$ cat src/rtl/spi_slave_bridge.sv
// spi_slave_bridge: SPI slave oversampled in the clk domain, bridging WIDTH-bit frames to RX/TX FIFOs
// with status/idle words, CPOL/CPHA modes, frame-length checking and overflow tracking.
module spi_slave_bridge #(
    parameter int WIDTH        = 32,
    parameter int TAG_BITS     = 4,
    parameter int RX_DEPTH     = 8,
    parameter int TX_DEPTH     = 16,
    parameter int URGENT_LEVEL = 12,
    parameter bit CPOL         = 1'b0,
    parameter bit CPHA         = 1'b0,
    parameter int SYNC_STAGES  = 2
) (
    input  logic             clk,
    input  logic             rst,
    input  logic             spi_clk_i,
    input  logic             spi_mosi_i,
    output logic             spi_miso_o,
    input  logic             spi_cs_n_i,
    output logic             gpio_rd_valid_o,
    output logic             gpio_rd_urgent_o,
    input  logic             gpio_rd_cntreq_i,
    input  logic             wr_en_i,
    input  logic [WIDTH-1:0] wr_din_i,
    output logic             wr_full_o,
    input  logic             rd_en_i,
    output logic             rd_rdy_o,
    output logic [WIDTH-1:0] rd_dout_o,
    output logic             rx_overflow_o,
    output logic [7:0]       frame_err_cnt_o
);
    localparam int TA = $clog2(TX_DEPTH);
    localparam int RA = $clog2(RX_DEPTH);
    localparam int BW = $clog2(WIDTH + 2);
    localparam int MB = WIDTH - TAG_BITS - 1;

    typedef enum logic [1:0] {IDLE, LOAD, SHIFT, COMMIT} state_t;

    logic [SYNC_STAGES-1:0] sclk_q, mosi_q, csn_q;
    logic [SYNC_STAGES:0]   cs_ok_q;
    logic                   sclk_p_q, csn_p_q;
    logic                   sclk_s, mosi_s, csn_s, edge_s, lead_e, trail_e, sample_e, shift_e, cs_fall;

    always_ff @(posedge clk) begin
        if (rst) begin
            sclk_q   <= {SYNC_STAGES{CPOL}};
            mosi_q   <= '0;
            csn_q    <= '1;
            sclk_p_q <= CPOL;
            csn_p_q  <= 1'b1;
            cs_ok_q  <= '0;
        end else begin
            sclk_q   <= {sclk_q[SYNC_STAGES-2:0], spi_clk_i};
            mosi_q   <= {mosi_q[SYNC_STAGES-2:0], spi_mosi_i};
            csn_q    <= {csn_q[SYNC_STAGES-2:0], spi_cs_n_i};
            sclk_p_q <= sclk_s;
            csn_p_q  <= csn_s;
            cs_ok_q  <= {cs_ok_q[SYNC_STAGES-1:0], 1'b1};
        end
    end

    // cs_ok_q marks csn_p_q as a real pin sample, so a cs_n held low across reset never looks like a fall
    always_comb begin
        sclk_s   = sclk_q[SYNC_STAGES-1];
        mosi_s   = mosi_q[SYNC_STAGES-1];
        csn_s    = csn_q[SYNC_STAGES-1];
        edge_s   = sclk_s ^ sclk_p_q;
        lead_e   = edge_s & (sclk_p_q == CPOL);
        trail_e  = edge_s & (sclk_s == CPOL);
        sample_e = CPHA ? trail_e : lead_e;
        shift_e  = CPHA ? lead_e : trail_e;
        cs_fall  = cs_ok_q[SYNC_STAGES] & csn_p_q & ~csn_s;
    end

    logic [WIDTH-1:0] tx_mem_q [TX_DEPTH];
    logic [WIDTH-1:0] rx_mem_q [RX_DEPTH];
    logic [TA:0]      tx_wp_q, tx_rp_q, tx_cnt;
    logic [RA:0]      rx_wp_q, rx_rp_q, rx_cnt;
    logic             tx_empty, tx_full, rx_empty, rx_full, tx_push, tx_pop, rx_push, rx_drop, rx_pop;

    state_t           state_q;
    logic [BW-1:0]    bit_cnt_q;
    logic [WIDTH-1:0] tx_sr_q, rx_sr_q, stat_w, idle_w;
    logic             sent_head_q, sent_stat_q, req_val_q, ack_q, ovf_q, stat_req, frame_ok, rx_tag_nz;
    logic [7:0]       err_q;

    always_comb begin
        tx_cnt    = tx_wp_q - tx_rp_q;
        rx_cnt    = rx_wp_q - rx_rp_q;
        tx_empty  = tx_cnt == '0;
        tx_full   = tx_cnt == (TA+1)'(TX_DEPTH);
        rx_empty  = rx_cnt == '0;
        rx_full   = rx_cnt == (RA+1)'(RX_DEPTH);
        stat_req  = gpio_rd_cntreq_i ^ ack_q;
        frame_ok  = state_q == COMMIT && bit_cnt_q == BW'(WIDTH);
        rx_tag_nz = |rx_sr_q[WIDTH-1 -: TAG_BITS];
        tx_push   = wr_en_i & ~tx_full;
        tx_pop    = frame_ok & sent_head_q;
        rx_push   = frame_ok & rx_tag_nz & ~rx_full;
        rx_drop   = frame_ok & rx_tag_nz & rx_full;
        rx_pop    = rd_en_i & ~rx_empty;
        idle_w         = '0;
        idle_w[MB-1]   = tx_empty;
        idle_w[MB-2]   = ovf_q;
        stat_w         = idle_w;
        stat_w[MB]     = 1'b1;
        stat_w[15:0]   = 16'(tx_cnt);
    end

    always_ff @(posedge clk) begin
        if (tx_push) tx_mem_q[tx_wp_q[TA-1:0]] <= wr_din_i;
        if (rx_push) rx_mem_q[rx_wp_q[RA-1:0]] <= rx_sr_q;
    end

    always_ff @(posedge clk) begin
        if (rst) begin
            tx_wp_q <= '0;
            tx_rp_q <= '0;
            rx_wp_q <= '0;
            rx_rp_q <= '0;
        end else begin
            tx_wp_q <= tx_wp_q + (TA+1)'(tx_push);
            tx_rp_q <= tx_rp_q + (TA+1)'(tx_pop);
            rx_wp_q <= rx_wp_q + (RA+1)'(rx_push);
            rx_rp_q <= rx_rp_q + (RA+1)'(rx_pop);
        end
    end

    always_ff @(posedge clk) begin
        if (rst) begin
            state_q     <= IDLE;
            bit_cnt_q   <= '0;
            tx_sr_q     <= '0;
            rx_sr_q     <= '0;
            sent_head_q <= 1'b0;
            sent_stat_q <= 1'b0;
            req_val_q   <= 1'b0;
            ack_q       <= 1'b0;
            ovf_q       <= 1'b0;
            err_q       <= '0;
        end else begin
            case (state_q)
                IDLE: if (cs_fall) state_q <= LOAD;
                LOAD: begin
                    tx_sr_q     <= stat_req ? stat_w : (!tx_empty ? tx_mem_q[tx_rp_q[TA-1:0]] : idle_w);
                    sent_stat_q <= stat_req;
                    sent_head_q <= !stat_req && !tx_empty;
                    req_val_q   <= gpio_rd_cntreq_i;
                    bit_cnt_q   <= '0;
                    rx_sr_q     <= '0;
                    state_q     <= csn_s ? COMMIT : SHIFT;
                end
                SHIFT: begin
                    if (!csn_s && sample_e) begin
                        rx_sr_q   <= {rx_sr_q[WIDTH-2:0], mosi_s};
                        bit_cnt_q <= (bit_cnt_q == BW'(WIDTH + 1)) ? bit_cnt_q : bit_cnt_q + 1'b1;
                    end
                    // in CPHA=1 the first leading edge presents the preloaded MSB rather than shifting past it
                    if (!csn_s && shift_e && !(CPHA && bit_cnt_q == '0)) tx_sr_q <= {tx_sr_q[WIDTH-2:0], 1'b0};
                    if (csn_s) state_q <= COMMIT;
                end
                default: begin
                    if (bit_cnt_q == BW'(WIDTH)) begin
                        if (sent_stat_q) ack_q <= req_val_q;
                        if (rx_drop) ovf_q <= 1'b1;
                        else if (sent_stat_q) ovf_q <= 1'b0;
                    end else if (err_q != 8'hFF) begin
                        err_q <= err_q + 8'd1;
                    end
                    state_q <= IDLE;
                end
            endcase
        end
    end

    always_comb begin
        spi_miso_o       = tx_sr_q[WIDTH-1];
        gpio_rd_valid_o  = ~tx_empty;
        gpio_rd_urgent_o = tx_cnt >= (TA+1)'(URGENT_LEVEL);
        wr_full_o        = tx_full;
        rd_rdy_o         = ~rx_empty;
        rd_dout_o        = rx_empty ? '0 : rx_mem_q[rx_rp_q[RA-1:0]];
        rx_overflow_o    = ovf_q;
        frame_err_cnt_o  = err_q;
    end
endmodule
$ cat config.mk
export PLATFORM = sky130hd
export DESIGN_NAME = spi_slave_bridge
export DESIGN_NICKNAME = d
export VERILOG_FILES = /design/src/rtl/spi_slave_bridge.sv
export SDC_FILE = /design/constraint.sdc
export NUM_CORES = 1
export LEC_CHECK = 0
export ABC_AREA = 1
export BUFFER_PORTS_ARGS = -buffer_cell sky130_fd_sc_hd__buf_2
export CORE_MARGIN = 5
export CORE_UTILIZATION = 60
export CTS_CLUSTER_SIZE = 14
export DETAILED_ROUTE_END_ITERATION = 8
export HOLD_SLACK_MARGIN = 0.08
export PLACE_DENSITY = 0.87
export SYNTH_ARGS = -nofsm -noshare
export SYNTH_HDL_FRONTEND = slang
export SYNTH_SLANG_ARGS = --single-unit
$ cat constraint.sdc
create_clock -name clk -period 6.4 [get_ports clk]
set_clock_uncertainty 0.05 [all_clocks]
set_input_delay 0.64 -clock clk [delete_from_list [all_inputs] [get_ports clk]]
set_output_delay 0.64 -clock clk [all_outputs]
set_load 0.02 [all_outputs]
=== Word level (Yosys, flattened, before mapping) ===
Memory sizes are Yosys's and may differ from the RTL's. A register that Yosys moved wholly into a read port is not among the register bits.
Cells that the tools add are included.

* RAM bits: 768
* Memories kept: 2
* Input bits: 40
* Bits in registers: 114

{| class="wikitable"
|+ Memory list
! memory !! words !! width !! rd ports !! clocked after Yosys merged registers in !! write ports !! line !! text
|-
| tx_mem_q || 16 || 32 || 1 || 1 || 1 || 74 || <nowiki>logic [WIDTH-1:0] tx_mem_q [TX_DEPTH];</nowiki>
|-
| rx_mem_q || 8 || 32 || 1 || 1 || 1 || 75 || <nowiki>logic [WIDTH-1:0] rx_mem_q [RX_DEPTH];</nowiki>
|}

* Reductions and logical operators: 21
* Equality and inequality tests: 13
* Mux-type cells: 23
* Magnitude comparators: 1
* Bitwise gates (word level): 21
* $add $sub $neg: 8

{| class="wikitable"
|+ Operators by type and width
! operator !! number
|-
| $mux 32 || 5
|-
| $pmux 32 s2 || 2
|-
| $eq 6x6->1 const B || 2
|-
| $mux 6 || 2
|-
| $pmux 6 s2 || 1
|-
| $reduce_and 3->1 || 4
|-
| $add 5x1->5 || 2
|-
| $and 1x1->1 || 10
|-
| $ne 2x2->1 const B || 5
|-
| $not 1->1 || 9
|-
| $add 4x1->4 || 2
|-
| $add 8x1->8 const B || 1
|-
| $mux 1 || 8
|-
| $ne 8x8->1 const B || 1
|-
| $add 6x1->6 const B || 1
|-
| $pmux 2 s3 || 1
|-
| $reduce_and 2->1 || 3
|-
| $eq 5x5->1 const B || 1
|-
| $ge 5x4->1 const B || 1
|-
| $logic_not 5->1 || 1
|-
| $sub 5x5->5 || 1
|-
| $eq 2x2->1 const B || 2
|-
| $eq 4x4->1 const B || 1
|-
| $logic_and 1x1->1 || 4
|-
| 12 further kinds || 17
|}

=== Depth between registers and ports, before layout ===
* Depth after elaboration: 6
* Mapped depth: 18

=== Worst setup path before layout ===
Ideal clock, no wire load.

* Path type: register to register
* From: register tx_rp_q[1]
* To: memory tx_mem_q[13][0] (enable)
* Setup slack: 978 ps
* Arrival time: 4870 ps
* Clock period less this slack: 5422 ps
* Setup time: 502 ps
* Required time: 5848 ps
* Stages on the path, launching flop included: 13
* Cells stage by stage: dfxtp_1 buf_4 inv_2 buf_4 buf_2 fa_1 nand3_1 inv_1 nor2_1 nand2_1 nand2_1 o21ai_2 nor4_1

* Cells in the longest elaborated chain, start to end: 6

{| class="wikitable"
|+ Ends and longest elaborated chain
! item !! line !! text
|-
| start, declared || 76 || <nowiki>logic [TA:0] tx_wp_q, tx_rp_q, tx_cnt;</nowiki>
|-
| start signal, assigned || 122 || <nowiki>tx_rp_q <= tx_rp_q + (TA+1)'(tx_pop);</nowiki>
|-
| $sub 5x5->5 || 87 || <nowiki>tx_cnt = tx_wp_q - tx_rp_q;</nowiki>
|-
| $eq 5x5->1 || 90 || <nowiki>tx_full = tx_cnt == (TA+1)'(TX_DEPTH);</nowiki>
|-
| $not 1->1 || 96 || <nowiki>tx_push = wr_en_i & ~tx_full;</nowiki>
|-
| $and 1x1->1 || 96 ||
|-
| $mux 1 || 110 || <nowiki>if (tx_push) tx_mem_q[tx_wp_q[TA-1:0]] <= wr_din_i;</nowiki>
|-
| $mux 1 (implied by the code) || 110 ||
|-
| end, declared || 74 ||
|}

No other way between the ends.

=== Final worst setup path ===
* From: register state_q[0]
* To: register tx_sr_q[30]

* Cells in the longest elaborated chain, start to end: 3
* Elaborated cells between the ends (all ways): 6
* Those cells by class: 3 x eq/ne; 1 x mux; 2 x reduce/logical

{| class="wikitable"
|+ Ends and longest elaborated chain
! item !! line !! text
|-
| start, declared || 80 || <nowiki>state_t state_q;</nowiki>
|-
| start signal, assigned || 150 || <nowiki>state_q <= csn_s ? COMMIT : SHIFT;</nowiki>
|-
| $eq 2x2->1 or $eq 2x1->1 (tied branches) || 141 || <nowiki>case (state_q)</nowiki>
|-
| $ne 2x2->1 (no line) or $reduce_bool 2->1 (tied branches) || -- ||
|-
| $reduce_and 2->1 (no line) || -- ||
|-
| end signal, assigned || 144 || <nowiki>tx_sr_q <= stat_req ? stat_w : (!tx_empty ? tx_mem_q[tx_rp_q[TA-1:0]] : idle_w);</nowiki>
|-
| end signal, assigned || 158 || <nowiki>if (!csn_s && shift_e && !(CPHA && bit_cnt_q == '0)) tx_sr_q <= {tx_sr_q[WIDTH-2:0], 1'b0};</nowiki>
|-
| end, declared || 82 || <nowiki>logic [WIDTH-1:0] tx_sr_q, rx_sr_q, stat_w, idle_w;</nowiki>
|}

Several ways; a longest one is shown, not always the timed one.
A chain may end at the register's enable or synchronous reset.

==> impl_results.md <==
* Internal power at 9.62 mW
* Final Critical Period at 4.28 ns
* Post-DP HPWL at 46300 um
* Fillers at 3871
* Multi-input logic area at 0.00925 mm2
* Design Area, Final at 0.0396 mm2
* CP max stage delay at 0.93 ns
* WHS Endpoint: csn_q[0]
* Clk_lat worst skew at 0.64 ns
* Arr. time, crit path at 4.72 ns
* GR Layer Usage met1 at 0.333
* GP Congestion at 0.845
* Status: complete, no violations
* Final setup TNS at 0 ns
* Reg clk slew, reported paths at 0.06 ns
* # hold bufs at CTS at 0
* Post-route ant nets at 0
* Initial antenna violation count at 6
* Max_slew headroom at 0.175
* # nets final at 3186
* Seq pwr share at 0.501
* VDD IR max at 0.257 mV
* Die height at 255 um
* Cell mode on critical path: inv_1
* Sequential element share of the synthesized area at 0.705
* Drt drc at 0
* Mapped cell area at 0.0360 mm2
* Synth Instances at 3104
* Row cnt at 89
* Tot GR Track Use at 0.260
* MaxCap Viol Count at 0
* Area share of fa/ha/maj cells after synthesis at 0.00856
* Synth unique cells at 43
* Placed instance area at 0.0368 mm2
* Setup violators final at 0
* Crit Path Max Fanout at 74
* I/O Buffers at 85
* CP Capture Type: flip-flop
* M2 GR Usage at 0.436
* Worst path cell trace: inv_1, ha_4, inv_1, nor2_1, nand3_1, nand2_1, inv_1, nand2_1, nand2_1, inv_1, a21oi_1
* Share of cells above drive strength 1 at 0.112
* Primary FF master, synth: edfxtp_1
* Hold Crit Class: in2reg
* Post-synth EDFFs at 768
* Post-synthesis mux area share at 0.0200
* Starting DRT DRC Count at 2980
* Resize count post-CTS at 0
* Synthesized flop and latch total at 882
* Htree depth at 3
* Synthesis-to-finish area growth at 9.99%
* Power Density at 327 mW/mm2
* DIE AREA at 0.0649 mm2
* Synthesized net count at 3168
* Setup CP Type: reg2reg
* Starting Density at 0.607
* Syn_area_per_cell at 11.6 um2
* Post-CTS Setup Repair Bufs at 0
* Io pins at 86
* CTS Root Buffer Type: clkbuf_16
* Seq. cell area at 0.0254 mm2
* Sink Count at 882
* Syn. warnings at 0
* First-pass DRT Iterations at 7
* Global-route wire length before repair at 132000 um
* Synth Area in Compound Gates at 0.0585
* Asr flop ratio synth at 0
* Number of hold violations in the final report at 0
* CTS tree: yes
* Main combinational cell family by area after synthesis: simple AND/OR/NAND/NOR gates
* Slowest cell on the critical path: nand2_1
* Post-synthesis simple-gate area fraction at 0.161
* GRT busiest layer: met2
* GR Util met3 at 0.0525
* XOR/XNOR Fraction of Synth Area at 0.00365
* Leakage at 14.4 nW
* Slew Limit Fails at 0
* Largest net degree at the start of global routing at 140
* DR vias at 24400
* Unrepaired setup endpoints after global routing: no
* R2R cell count at 11
* Final setup margin at 2.12 ns
* DIE WIDTH at 255 um
* Min-delay src: spi_cs_n_i
* Vias in the first global route at 24100
* Avg WL per Cell at 21.6 um
* Hold Path Depth at 2
* Crit start category: flip-flop
* Least-Margin Pin Slew at 1.24 ns
* Sw Share at 0.256
* Fmax at 234 MHz
* Worst R2R End: tx_sr_q[30]
* CTS buffer count at 86
* Combinational power share at 0.118
* R2r startpoint: state_q[0]
* Core area at 0.0592 mm2
* Fin crit share at 0.669
* Max clock buf depth at 3
* Place WS at 2.23 ns
* R2R Setup Slk at 2.12 ns
* Clk pwr share at 0.382
* DR vias/cell at 6.16
* NetSw at 3.31 mW
* Congestion Overflow GR at 0
* Final Util at 0.668
* Routed Wire Length at 85700 um
* Req. time, crit path at 6.84 ns
-- registers in the layout, summed over array words and instances (netlist names), 3 cells and up --
| register | count |
|---|---|
| frame_err_cnt_o | 8 |
| tx_mem_q | 512 |
| rx_mem_q | 256 |
| tx_wp_q | 5 |
| rx_sr_q | 32 |
| rx_rp_q | 4 |
| rx_wp_q | 4 |
| tx_sr_q | 32 |
| cs_ok_q | 3 |
| tx_rp_q | 5 |
| bit_cnt_q | 6 |
-- worst max-delay path by stage --
stage / endpoint / depth (start not counted) / startpoint / slack [ns]
3_3_place_gp: tx_mem_q[1][15] / 10 / tx_rp_q[1] / 2.33
4_1_cts: tx_sr_q[30] / 11 / state_q[0] / 2.20
6_report: tx_sr_q[30] / 11 / state_q[0] / 2.12
2_1_floorplan: tx_mem_q[13][0] / 12 / tx_rp_q[1] / 0.98
5_1_grt: tx_sr_q[30] / 11 / state_q[0] / 1.72
3_5_place_dp: tx_sr_q[30] / 11 / state_q[0] / 2.23
-- power by group through the flow --
stage | clock, mW | sequential (mW) | combinational [mW]
after global placement | 0 | 6.59 | 1.44
after floorplan | 0 | 6.55 | 1.08
after CTS | 4.97 | 6.47 | 1.51
after global routing | 5.23 | 6.49 | 1.67
final | 4.94 | 6.47 | 1.52
after detailed placement | 0 | 6.59 | 1.49
-- logic make-up (layout without fill, tap and decap cells) --
kind of cell | after synthesis | in the layout
flip-flops | 882 | 882
other | 0 | 1
XOR/XNOR | 15 | 15
multiplexers | 64 | 64
buffers and inverters | 334 | 422
adder cells (fa/ha/maj) | 24 | 24
AO/OA/AOI/OAI | 412 | 412
AND/OR/NAND/NOR | 1373 | 1373
-- placed cells by master, fill, tap and decap left out, drive strengths merged, types with 6 or more instances in the layout --
cell / synthesis / final
inv: 149 / 152
o21ai: 206 / 206
xnor2: 9 / 9
edfxtp: 768 / 768
nor4: 8 / 8
dfxtp: 114 / 114
buf: 131 / 114
nor2: 151 / 151
or2: 7 / 7
nand4: 24 / 24
clkinv: 1 / 27
clkbuf: 53 / 121
a21oi: 191 / 191
nand3: 379 / 379
xor2: 6 / 6
mux2: 64 / 64
ha: 23 / 23
nand2: 791 / 791
nor3: 9 / 9
-- critical path: cells and delay by family (launching register included) --
family	cells	cell delay, ns
AO/OA/AOI/OAI	1	0.05
adder cells (fa/ha/maj)	1	0.81
buffers and inverters	4	1.04
flip-flops	1	0.32
AND/OR/NAND/NOR	5	1.81
-- layer usage --
metal,part of all wire,vias to the layer above
li1,-,10900
met1,0.36,11700
met2,0.50,1590
met3,0.10,278
met4,0.040,8
met5,0.00064,-
-- cell type report --
cell class / count / share of cell area
sequential: 882 / 0.641
antenna: 1 / 0.0000633
inverter: 150 / 0.0144
clock buffer: 121 / 0.0606
multi-input combinational: 1888 / 0.234
tap: 773 / 0.0244
timing repair buffer: 114 / 0.0166
clock inverter: 37 / 0.00920
-- cells in the mapped netlist (4+ instances only) --
cell type  number  area (um2)
ha_1           23         288
xnor2_1         9        78.8
nand3_1       378        1890
o211ai_1        4        30.0
mux2_2         64         721
dfxtp_1       114        2280
nand2_1       787        2950
inv_1         145         544
or2_2           6        37.5
inv_2           4        15.0
nor2_1        147         552
o21ai_1        27         135
nand2_2         4        25.0
nand4_1        24         150
xor2_1          6        52.6
a21oi_1       191         956
o22ai_1         4        25.0
nor2_2          4        25.0
nor4_1          8        50.1
buf_6          15         169
clkbuf_1       53         199
buf_4          28         210
edfxtp_1      768       23100
buf_2          64         320
buf_1          23        86.3
o21ai_0       178         891
nor3_1          7        35.0
-- per-stage QoR --
| stage | power (mW) | hold slack, ns | cells |
|---|---|---|---|
| 3_5_place_dp | 8.08 | 0.348 | 3807 |
| 6_report | 12.9 | 0.155 | 3966 |
| 3_3_place_gp | 8.02 | 0.340 | 3807 |
| 4_1_cts | 13.0 | 0.128 | 3965 |
| 2_1_floorplan | 7.63 | 0.338 | 3104 |
| 5_1_grt | 13.4 | 0.147 | 3965 |
Power figures use the tool's default switching activity.
